===== src/rtl/seg7_scan_display_if.sv =====
// seg7_scan_display_if: digit feed from the ID sequencer plus the active-low 8-digit display pins.
interface seg7_scan_display_if;
  logic [3:0] digit_in;
  logic digit_valid;
  logic dp_in;
  logic CA, CB, CC, CD, CE, CF, CG, DP;
  logic [7:0] AN;
  modport master(output digit_in, digit_valid, dp_in, input CA, CB, CC, CD, CE, CF, CG, DP, AN);
  modport slave(input digit_in, digit_valid, dp_in, output CA, CB, CC, CD, CE, CF, CG, DP, AN);
endinterface


===== src/rtl/seg7_scan_display.sv =====
// seg7_scan_display: 8-digit shift-in BCD buffer scanned onto a multiplexed active-low 7-segment display.
// Define SEG7_LEADING_ZERO_BLANK_EN to keep slots that have not yet been filled fully dark.
module seg7_scan_display #(
  parameter int REFRESH_DIV = 100000
) (
  input logic clk100M,
  input logic sys_rst_n,
  seg7_scan_display_if.slave bus
);
  localparam int PW = REFRESH_DIV > 2 ? $clog2(REFRESH_DIV) : 1;
  logic [PW-1:0] presc;
  logic [2:0] idx;
  logic [7:0][3:0] slot;
  logic [3:0] fill;
  logic tick;
  logic dark;
  logic [3:0] cur;
  logic [6:0] dec;
  logic [7:0] an_q;
  logic [6:0] seg_q;
  logic dp_q;
  assign tick = presc == PW'(REFRESH_DIV - 1);
  assign cur = slot[idx];
`ifdef SEG7_LEADING_ZERO_BLANK_EN
  assign dark = {1'b0, idx} >= fill;
`else
  assign dark = 1'b0;
`endif
  always_comb begin
    dec = 7'b1111111;
    case (cur)
      4'd0: dec = 7'b0000001;
      4'd1: dec = 7'b1001111;
      4'd2: dec = 7'b0010010;
      4'd3: dec = 7'b0000110;
      4'd4: dec = 7'b1001100;
      4'd5: dec = 7'b0100100;
      4'd6: dec = 7'b0100000;
      4'd7: dec = 7'b0001111;
      4'd8: dec = 7'b0000000;
      4'd9: dec = 7'b0000100;
      default: dec = 7'b1111111;
    endcase
  end
  always_ff @(posedge clk100M or negedge sys_rst_n) begin
    if (!sys_rst_n) begin
      presc <= '0;
      idx <= '0;
      slot <= '0;
      fill <= '0;
      an_q <= 8'hFF;
      seg_q <= 7'h7F;
      dp_q <= 1'b1;
    end else begin
      presc <= tick ? '0 : presc + PW'(1);
      if (tick) idx <= idx + 3'd1;
      if (bus.digit_valid) begin
        slot <= {slot[6:0], bus.digit_in};
        fill <= fill == 4'd8 ? fill : fill + 4'd1;
      end
      // outputs follow the pre-edge idx/buffer, giving one clock of pin latency
      an_q <= dark ? 8'hFF : ~(8'd1 << idx);
      seg_q <= dark ? 7'h7F : dec;
      dp_q <= dark | ~(bus.dp_in & (idx == 3'd0));
    end
  end
  assign bus.AN = an_q;
  assign {bus.CA, bus.CB, bus.CC, bus.CD, bus.CE, bus.CF, bus.CG} = seg_q;
  assign bus.DP = dp_q;
endmodule

===== src/flat_wrapper.sv =====
// flat-port wrapper written by rule: the top's interface ports become plain ports
module seg7_scan_display_flat 
#(
  parameter int REFRESH_DIV = 100000
)
  (clk100M, sys_rst_n, bus_digit_in, bus_digit_valid, bus_dp_in, bus_CA, bus_CB, bus_CC, bus_CD, bus_CE, bus_CF, bus_CG, bus_DP, bus_AN);
  seg7_scan_display_if bus_i ();
  input logic clk100M;
  input logic sys_rst_n;
  input wire logic [$bits(bus_i.digit_in)-1:0] bus_digit_in;
  input wire logic [$bits(bus_i.digit_valid)-1:0] bus_digit_valid;
  input wire logic [$bits(bus_i.dp_in)-1:0] bus_dp_in;
  output wire logic [$bits(bus_i.CA)-1:0] bus_CA;
  output wire logic [$bits(bus_i.CB)-1:0] bus_CB;
  output wire logic [$bits(bus_i.CC)-1:0] bus_CC;
  output wire logic [$bits(bus_i.CD)-1:0] bus_CD;
  output wire logic [$bits(bus_i.CE)-1:0] bus_CE;
  output wire logic [$bits(bus_i.CF)-1:0] bus_CF;
  output wire logic [$bits(bus_i.CG)-1:0] bus_CG;
  output wire logic [$bits(bus_i.DP)-1:0] bus_DP;
  output wire logic [$bits(bus_i.AN)-1:0] bus_AN;
  assign bus_i.digit_in = bus_digit_in;
  assign bus_i.digit_valid = bus_digit_valid;
  assign bus_i.dp_in = bus_dp_in;
  assign bus_CA = bus_i.CA;
  assign bus_CB = bus_i.CB;
  assign bus_CC = bus_i.CC;
  assign bus_CD = bus_i.CD;
  assign bus_CE = bus_i.CE;
  assign bus_CF = bus_i.CF;
  assign bus_CG = bus_i.CG;
  assign bus_DP = bus_i.DP;
  assign bus_AN = bus_i.AN;
  seg7_scan_display #(.REFRESH_DIV(REFRESH_DIV)) u_core (.clk100M(clk100M), .sys_rst_n(sys_rst_n), .bus(bus_i));
endmodule

===== config.mk =====
export PLATFORM = sky130hd
export DESIGN_NAME = seg7_scan_display_flat
export DESIGN_NICKNAME = d
export VERILOG_FILES = /design/src/rtl/seg7_scan_display_if.sv /design/src/rtl/seg7_scan_display.sv /design/src/flat_wrapper.sv
export SDC_FILE = /design/constraint.sdc
export NUM_CORES = 1
export LEC_CHECK = 0
export ABC_AREA = 0
export BUFFER_PORTS_ARGS = -buffer_cell sky130_fd_sc_hd__buf_2
export CORE_ASPECT_RATIO = 1.75
export CORE_MARGIN = 3
export CORE_UTILIZATION = 45
export CTS_BUF_LIST = sky130_fd_sc_hd__clkbuf_4 sky130_fd_sc_hd__clkbuf_8
export DETAILED_ROUTE_END_ITERATION = 6
export REMOVE_ABC_BUFFERS = 1
export SLEW_MARGIN = 10
export SYNTH_ARGS = -nofsm -noshare
export SYNTH_HDL_FRONTEND = slang
export SYNTH_SLANG_ARGS = --single-unit

===== constraint.sdc =====
create_clock -name clk100M -period 2.2 [get_ports clk100M]
set_clock_uncertainty 0.2 [all_clocks]
set_input_delay 0.66 -clock clk100M [delete_from_list [all_inputs] [get_ports clk100M]]
set_output_delay 0.66 -clock clk100M [all_outputs]
set_load 0.005 [all_outputs]

==> results of run 1 <==
[metrics by stage]
| stage | util | setup WS, ns | TNS [ns] | cells |
|---|---|---|---|---|
| floorplan | - | -0.142 | -0.668 | 215 |
| global placement | 0.522 | 0.000621 | 0 | 339 |
| detailed placement | 0.522 | -0.0672 | -0.196 | 339 |
| CTS | 0.553 | 0.0154 | 0 | 355 |
| global route | 0.561 | -0.0427 | -0.252 | 357 |
| finish | 0.561 | 0.0257 | 0 | 357 |
[cell usage in the layout (no fill, tap or decap), types with 4 or more instances in the layout]
master / n
nand2_1: 14
mux4_2: 6
mux2_2: 34
nand3_1: 8
dfrtp_1: 51
xnor2_1: 9
inv_1: 4
buf_4: 17
dfstp_2: 16
clkbuf_8: 11
ha_1: 11
mux2_4: 4
a21oi_1: 4
nor2_1: 10
inv_2: 5
xor2_1: 5
buf_2: 23
[critical path, delay by kind of cell, from the launching register on]
kind	cells	cell delay, ns
AND/OR/NAND/NOR	3	1.13
flip-flops	1	0.39
multiplexers	1	0.22
buffers and inverters	1	0.15
[layout make-up]
| type | instances | area [um^2] | share of cell area |
|---|---|---|---|
| multi-input combinational | 138 | 1350 | 0.362 |
| clock buffer | 14 | 174 | 0.0467 |
| tap | 82 | 103 | 0.0276 |
| clock inverter | 2 | 35.0 | 0.00941 |
| sequential | 68 | 1720 | 0.463 |
| timing repair buffer | 44 | 305 | 0.0820 |
| inverter | 9 | 33.8 | 0.00908 |
[kinds of logic after synthesis]
group / synth area share
simple gates: 0.0835
fa+ha+maj: 0.0519
compound gates: 0.0216
mux: 0.226
xor+xnor: 0.0391
buf+inv: 0.0284
flops: 0.550
[state kept, by name, indices dropped and copies added, names as in the netlist]
name / cells
u_core.slot: 32
u_core.bus.DP: 1
u_core.idx: 3
u_core.seg_q: 7
u_core.bus.AN: 8
u_core.presc: 17
[per-layer routing]
layer | vias up | part of all wire | GRT usage
met4 | 0 | 0.020 | 0.0900
met5 | - | 0 | 0
li1 | 883 | - | -
met1 | 933 | 0.40 | 0.154
met3 | 8 | 0.039 | 0.0413
met2 | 26 | 0.54 | 0.246
[power by group through the flow]
stage	logic [mW]	clock network [mW]	registers, mW
detailed placement	0.400	0	1.58
CTS	0.402	1.09	1.56
global route	0.453	1.14	1.59
floorplan	0.274	0	1.54
finish	0.415	1.06	1.56
global placement	0.386	0	1.58
[path summary, 6_finish.rpt]
path	end	slack, ns	depth (start not counted)
max in group asynchronous	u_core.seg_q[6]$_DFF_PN1_	1.34	2
min in group clk100M	u_core.presc[0]$_DFF_PN0_	0.27	1
worst min-delay path	u_core.presc[5]$_DFF_PN0_	0.12	2
worst min register to register	u_core.presc[0]$_DFF_PN0_	0.27	1
worst max register to register	u_core.idx[2]$_DFFE_PN0N_	0.03	5
worst max-delay path	u_core.idx[2]$_DFFE_PN0N_	0.03	5
[what timing repair did]
item | 4_1_cts | 5_1_grt
setup buffers | 0 | 2
pin swaps | 0 | 5
resized for setup | 4 | 15
endpoints found under the setup margin | 7 | 8
hold buffers | 0 | 0
cloned | 0 | 0
==> flow_summary.json, run 1 <==
{
  "synth_area_per_cell_um2": 14.0,
  "grt_pass1_vias": 1898,
  "dieHeight_um": 116,
  "die_x_um": 69.1,
  "swShare": 0.233,
  "routed_wl_mm": 5.24,
  "fill_cells": 569,
  "hpwl_mm": 3.65,
  "vias": 1850,
  "yosysWarnings": 0,
  "yosysSeqAreaShare": 0.550,
  "drive_gt1_frac": 0.495,
  "area_growth_pct": 18.8,
  "core_um2": 6640,
  "max-vdd-ir-drop_v": 0.000527,
  "cts_max_level": 3,
  "setup_violations": 0,
  "clk_pin_slew_worst_paths_ns": 0.07,
  "ys_top_cells_by_area": "dfrtp_1 (42%), dfstp_2 (13%), mux2_2 (13%)",
  "critical_path_arrival_ns": 2.23,
  "ys_ff_latch": 68,
  "routedWlPerCell_um": 14.7,
  "netlist_instances": 224,
  "portBuffers": 23,
  "yosysMostFrequentCell": "dfrtp_1",
  "post-route-min-period_ns": 2.17,
  "power_leakage_nw": 1.63,
  "comb_power_share": 0.137,
  "synthFlopType": "dfrtp_1",
  "fmax_mhz": 460,
  "grt_use_total": 0.143,
  "crit_required_ns": 2.26,
  "internal_power_mw": 2.33,
  "rsz0062_at_grt": "true",
  "p_clk_frac": 0.348,
  "tightest_slew_ns": 0.328,
  "slew_headroom": 0.777,
  "worst-setup-path-type": "reg2reg",
  "synth_top_area_cell": "dfrtp_1",
  "gp_congestion": 0.800,
  "pwr-share-seq": 0.515,
  "initial_utilization": 0.472,
  "synth_area_um2": 3130,
  "crit_slowest_cell": "or4b_1",
  "crit_fanout": 4,
  "start_kind": "flip-flop",
  "final_cell_area_um2": 3720,
  "final.period_utilization": 0.988,
  "grt_max_degree": 69,
  "cts_tree": "built",
  "drt-initial-drc-count": 94,
  "dr.pass1.iters": 4,
  "antenna_found_initial": 0,
  "worstPathCellList": "or4b_1 > nor4b_2 > and4_2 > buf_4 > mux2i_1",
  "powerDensity_nw_per_um2": 815,
  "timing.final.max_slew_violations": 0,
  "synth_edf_count": 0,
  "r2r_start": "u_core.presc[12]$_DFF_PN0_",
  "fin_total_pwr_mw": 3.03,
  "async_flop_share": 1.00,
  "cts_buffers": 9,
  "setup.worst_path.start": "u_core.presc[12]$_DFF_PN0_",
  "diodes": 0,
  "final_antenna_net_count": 0,
  "cts_sinks": 68,
  "place_area_um2": 3460,
  "grt_pass1_wl_mm": 8.79,
  "slowest_delay_ns": 0.56,
  "hold_slack_ns": 0.116,
  "overflow": 0,
  "hold_violations": 0,
  "yosysTopAreaCellShare": 0.415,
  "clock_latency_ns": 0.35,
  "root_buffer": "clkbuf_8",
  "hold_path_class": "in2async",
  "io_pins": 24,
  "cp-end-kind": "flip-flop",
  "layout.nets": 291,
  "synthDistinctLibCells": 39,
  "p_sw_mw": 0.707,
  "drv_cap": 0,
  "drc_errors": 0,
  "vias_per_cell": 5.18,
  "status": "completed",
  "synth_commonest_cells": "dfrtp_1 (52), mux2_2 (35), dfstp_2 (16), nand2_1 (14), ha_1 (13)",
  "fp.dieArea_um2": 8040,
  "cts_buffer_depth": 2,
  "num_rows": 39
}
(Power assumes the default switching activity.)
==> run 2: changes to the inputs <==
- CORE_UTILIZATION: 45 -> 55
- PLACE_DENSITY: default -> 0.77
==> run 2 against run 1 <==
  * Flip-flop and latch count is the same
  * Register-to-register slack is essentially flat
  * Combinational power grew 3%
  * Final area shrank 0.54%
  * Non-clock buffer count shrank 1
  * Cell count shrank 3.1%
  * Via count grew 2.0%
  * Total power shrank 1.4%
  * Die area shrank 17%
  * Sequential power is essentially flat
  * First-iteration DRC count grew 3.2%
  * Maximum frequency shrank 0.11%
  * Critical path type unchanged
  * Critical endpoint is now u_core.seg_q[2]$_DFF_PN1_
  * Largest cell class unchanged
==> flow_summary.json, run 2 (synthesized netlist as in run 1, its figures left out) <==
{
  "core_um2": 5390,
  "swShare": 0.232,
  "post-route-min-period_ns": 2.18,
  "vias": 1887,
  "grt_pass1_vias": 1933,
  "layout.nets": 290,
  "drv_cap": 0,
  "cts_max_level": 3,
  "cts_tree": "built",
  "die_x_um": 63.1,
  "crit_required_ns": 2.26,
  "rsz0062_at_grt": "true",
  "worstSetupPathDepth": 5,
  "max-vdd-ir-drop_v": 0.000502,
  "cts_buffer_depth": 2,
  "final.period_utilization": 0.989,
  "powerDensity_nw_per_um2": 808,
  "fin_cells": 346,
  "r2r_start": "u_core.idx[0]$_DFFE_PN0N_",
  "hold_buffers": 0,
  "antenna_found_initial": 0,
  "area_growth_pct": 18.1,
  "diodes": 0,
  "status": "completed",
  "cp_top_family": "multiplexers",
  "drive_gt1_frac": 0.493,
  "dieHeight_um": 106,
  "clock_latency_ns": 0.34,
  "slowest_delay_ns": 0.54,
  "dr.pass1.iters": 4,
  "fp.dieArea_um2": 6670,
  "setup_violations": 0,
  "dp_slack_ns": -0.0856,
  "r2r-end": "u_core.seg_q[2]$_DFF_PN1_",
  "largest_reg_flops": 32,
  "internal_power_mw": 2.30,
  "num_rows": 35,
  "cts_sinks": 68,
  "hold_violations": 0,
  "overflow": 0,
  "io_pins": 24,
  "drc_errors": 0,
  "mostFrequentLayoutCells": "dfrtp_1 (51), mux2_2 (34), buf_2 (23)",
  "worst-setup-path-type": "reg2reg",
  "routed_wl_mm": 5.06,
  "crit_fanout": 6,
  "tightest_slew_ns": 0.339,
  "p_sw_mw": 0.695,
  "pwr-share-seq": 0.522,
  "seqCellArea_um2": 1720,
  "root_buffer": "clkbuf_8",
  "critical_path_arrival_ns": 2.24,
  "clk_pin_slew_worst_paths_ns": 0.07,
  "portBuffers": 23,
  "path_buf_inv": 0,
  "slew_headroom": 0.774,
  "crit_slowest_cell": "mux4_2",
  "cp-end-kind": "flip-flop",
  "multiInputGateArea_um2": 1360,
  "gp_congestion": 0.748,
  "cts_buffers": 9,
  "grt_use_total": 0.173,
  "hold_path_class": "in2async",
  "initial_utilization": 0.582,
  "hpwl_mm": 3.42,
  "final_common_cell": "dfrtp_1",
  "p_clk_frac": 0.335,
  "final_antenna_net_count": 0,
  "ff2ff_setup_slack_ns": 0.02,
  "worstPathCellList": "mux4_2 > mux2_4 > ha_1 > mux2_2 > a22oi_2",
  "reg2reg_depth": 5,
  "start_kind": "flip-flop",
  "fill_cells": 392,
  "comb_power_share": 0.142,
  "fmax_mhz": 459,
  "dp_cells": 329,
  "largest_register": "u_core.slot",
  "grt_max_degree": 69,
  "timing.final.max_slew_violations": 0,
  "power_leakage_nw": 1.61,
  "vias_per_cell": 5.45,
  "grt_pass1_wl_mm": 8.75,
  "routedWlPerCell_um": 14.6,
  "drt-initial-drc-count": 97,
  "worst_slack_ns": 0.0233
}
==> run 2: worst reg2reg max path, cell delays in order (launching register included) <==
cell	delay [ns]
dfrtp_2	0.47
mux4_2	0.55
mux2_4	0.31
ha_1	0.19
mux2_2	0.27
a22oi_2	0.13
==> run 2: what timing repair did <==
action	in CTS	in global routing
pin swaps	1	4
setup endpoints to repair	8	6
gates resized for setup	4	16
setup buffers	0	3
endpoints found under the hold margin	0	0
gates cloned	0	0
==> run 2: final cells by class <==
cell class | instances | area share
Tap cell | 74 | 0.0250
Clock inverter | 2 | 0.00947
Inverter | 9 | 0.00980
Sequential cell | 68 | 0.466
Multi-Input combinational cell | 138 | 0.368
Clock buffer | 12 | 0.0429
Timing Repair Buffer | 43 | 0.0794
==> run 2: worst max path at each step <==
stage / from / to / slack, ns
after floorplan: u_core.idx[0]$_DFFE_PN0N_ / u_core.seg_q[3]$_DFF_PN1_ / -0.14
after global placement: u_core.idx[0]$_DFFE_PN0N_ / u_core.seg_q[2]$_DFF_PN1_ / 0.02
after detailed placement: u_core.idx[0]$_DFFE_PN0N_ / u_core.seg_q[2]$_DFF_PN1_ / -0.09
after CTS: u_core.idx[0]$_DFFE_PN0N_ / u_core.seg_q[2]$_DFF_PN1_ / 0.008
after global routing: u_core.idx[0]$_DFFE_PN0N_ / u_core.seg_q[2]$_DFF_PN1_ / -0.03
final: u_core.idx[0]$_DFFE_PN0N_ / u_core.seg_q[2]$_DFF_PN1_ / 0.02
==> run 2: through the flow <==
stage          cell area (um^2)  hold WS (ns)  TNS, ns  total power, mW  utilization
5_1_grt                    3700         0.138  -0.0846             3.15        0.687
4_1_cts                    3640         0.135        0             2.99        0.675
3_5_place_dp               3440         0.284   -0.316             1.98        0.638
3_3_place_gp               3440         0.260        0             1.96        0.638
6_report                   3700         0.127        0             2.99        0.687
2_1_floorplan              3080         0.164   -0.668             1.82            -
==> run 2: layer usage <==
layer	wire length (um)	vias up	part of all wire	global-route usage
met5	0	-	0	0
met1	2090	973	0.41	0.194
met2	2700	34	0.53	0.289
li1	-	875	-	-
met3	190	5	0.038	0.0522
met4	78	0	0.015	0.0995
==> run 2: power groups by stage <==
stage                     Clock (mW)  Sequential (mW)  Combinational (mW)
final                           1.00             1.56               0.426
after global placement             0             1.57               0.386
after detailed placement           0             1.58               0.402
after global routing            1.09             1.59               0.466
after CTS                       1.03             1.56               0.404
after floorplan                    0             1.54               0.274
==> run 3: changes to the inputs <==
- clock period: 2.2 -> 2 ns (I/O delays scaled with it)
==> run 3 against run 2 <==
  * The run now ends with setup timing left
  * Global-route usage increased by 0.86 points
  * Via count increased by 4.1%
  * Clock power increased by 11%
  * Sequential power increased by 10%
  * Die area unchanged
  * Flip-flop and latch count unchanged
  * Hold slack got worse by 0.078 ns
  * Critical path type unchanged
  * Highest routed layer unchanged
==> flow_summary.json, run 3 (synthesized netlist as in run 1, its figures left out) <==
{
  "mostFrequentLayoutCells": "dfrtp_1 (51), mux2_2 (32), buf_4 (32)",
  "final.period_utilization": 1.08,
  "cts_sinks": 68,
  "hold_buffers": 0,
  "critical_path_arrival_ns": 2.24,
  "grt_max_degree": 69,
  "drt-initial-drc-count": 80,
  "final_common_cell": "dfrtp_1",
  "max-vdd-ir-drop_v": 0.000582,
  "final_antenna_net_count": 0,
  "multiInputGateArea_um2": 1450,
  "hold_path_class": "in2async",
  "grt_use_total": 0.182,
  "setup_violations": 17,
  "grt_pass1_vias": 2042,
  "fin_cells": 366,
  "start_kind": "flip-flop",
  "timing.final.max_slew_violations": 0,
  "cts_buffers": 9,
  "power_leakage_nw": 1.74,
  "clk_pin_slew_worst_paths_ns": 0.07,
  "hold_violations": 0,
  "clock_latency_ns": 0.35,
  "antenna_found_initial": 0,
  "die_x_um": 63.1,
  "root_buffer": "clkbuf_8",
  "drc_errors": 0,
  "area_growth_pct": 26.1,
  "tightest_slew_ns": 0.352,
  "dr.pass1.iters": 4,
  "routed_wl_mm": 5.69,
  "routedWlPerCell_um": 15.5,
  "dp_slack_ns": -0.276,
  "diodes": 0,
  "io_pins": 24,
  "initial_utilization": 0.582,
  "num_rows": 35,
  "fill_cells": 369,
  "seqCellArea_um2": 1720,
  "crit_fanout": 6,
  "hpwl_mm": 3.70,
  "fp.dieArea_um2": 6670,
  "largest_register": "u_core.slot",
  "largest_reg_flops": 32,
  "worst-setup-path-type": "reg2reg",
  "cts_tree": "built",
  "vias_per_cell": 5.37,
  "overflow": 0,
  "drv_cap": 0,
  "grt_pass1_wl_mm": 9.22,
  "portBuffers": 23,
  "drive_gt1_frac": 0.579,
  "post-route-min-period_ns": 2.17,
  "layout.nets": 308,
  "crit_required_ns": 2.08,
  "hold_slack_ns": 0.0491,
  "cp-end-kind": "flip-flop",
  "status": "complete, but fails checks",
  "vias": 1964,
  "powerDensity_nw_per_um2": 855,
  "violations": "setup timing",
  "cts_max_level": 3,
  "fmax_mhz": 462,
  "gp_congestion": 0.782,
  "core_um2": 5390,
  "dieHeight_um": 106,
  "dp_cells": 343,
  "cts_buffer_depth": 2,
  "worst_slack_ns": -0.165,
  "slew_headroom": 0.765,
  "rsz0062_at_grt": "true"
}
==> run 3: worst max-delay path, cell delays in order (launching register included) <==
cell and delay, ns:
dfrtp_2 0.47, buf_6 0.14, mux4_2 0.54, mux2_4 0.33, mux2_4 0.31, a21oi_2 0.11
==> run 3: power by group <==
group / leakage (nW) / total, mW / internal, mW / switching (mW)
Clock: 0.0983 / 1.11 / 0.606 / 0.506
Combinational: 0.833 / 0.552 / 0.343 / 0.209
Sequential: 0.810 / 1.72 / 1.59 / 0.123
Total: 1.74 / 3.38 / 2.54 / 0.838
==> run 3: metrics by stage <==
step / cell area (um^2) / setup TNS, ns / util / total power, mW
final: 3950 / -1.29 / 0.734 / 3.38
after global routing: 3950 / -2.51 / 0.734 / 3.55
after CTS: 3810 / -0.869 / 0.708 / 3.38
after detailed placement: 3540 / -2.36 / 0.658 / 2.24
after global placement: 3540 / -1.45 / 0.658 / 2.20
after floorplan: 3080 / -2.26 / - / 2.00
==> run 3: path summary, 6_finish.rpt <==
| path | slack, ns | start | cells past startpoint | to |
|---|---|---|---|---|
| setup reg to reg | -0.17 | u_core.idx[0]$_DFFE_PN0N_ | 5 | u_core.seg_q[1]$_DFF_PN1_ |
| hold / removal | 0.05 | sys_rst_n | 2 | u_core.presc[10]$_DFF_PN0_ |
| setup / recovery | -0.17 | u_core.idx[0]$_DFFE_PN0N_ | 5 | u_core.seg_q[1]$_DFF_PN1_ |
| min in group clk100M | 0.24 | bus_dp_in | 2 | u_core.bus.DP$_DFF_PN1_ |
| hold reg to reg | 0.31 | u_core.slot[30]$_DFFE_PN0P_ | 1 | u_core.slot[30]$_DFFE_PN0P_ |
| max in group asynchronous | 1.21 | sys_rst_n | 2 | u_core.seg_q[3]$_DFF_PN1_ |
==> run 3: repair_timing <==
| item | CTS | global route |
|---|---|---|
| gates cloned | 0 | 0 |
| resized for setup | 19 | 30 |
| setup endpoints to repair | 19 | 19 |
| buffers inserted | 3 | 4 |
| pin swaps | 5 | 8 |
==> run 3: layout make-up <==
type,instances,area share
Inverter,9,0.00918
Clock buffer,10,0.0348
Timing Repair Buffer,61,0.114
Clock inverter,6,0.0161
Sequential cell,68,0.436
Multi-Input combinational cell,138,0.367
Tap cell,74,0.0234
==> run 3: routing by layer <==
metal | wire [um] | vias to the layer above | track usage | part of all wire
li1 | - | 908 | - | -
met1 | 2210 | 996 | 0.199 | 0.39
met2 | 3090 | 45 | 0.314 | 0.54
met3 | 214 | 15 | 0.0554 | 0.038
met4 | 172 | 0 | 0.0900 | 0.030
met5 | 0 | - | 0 | 0
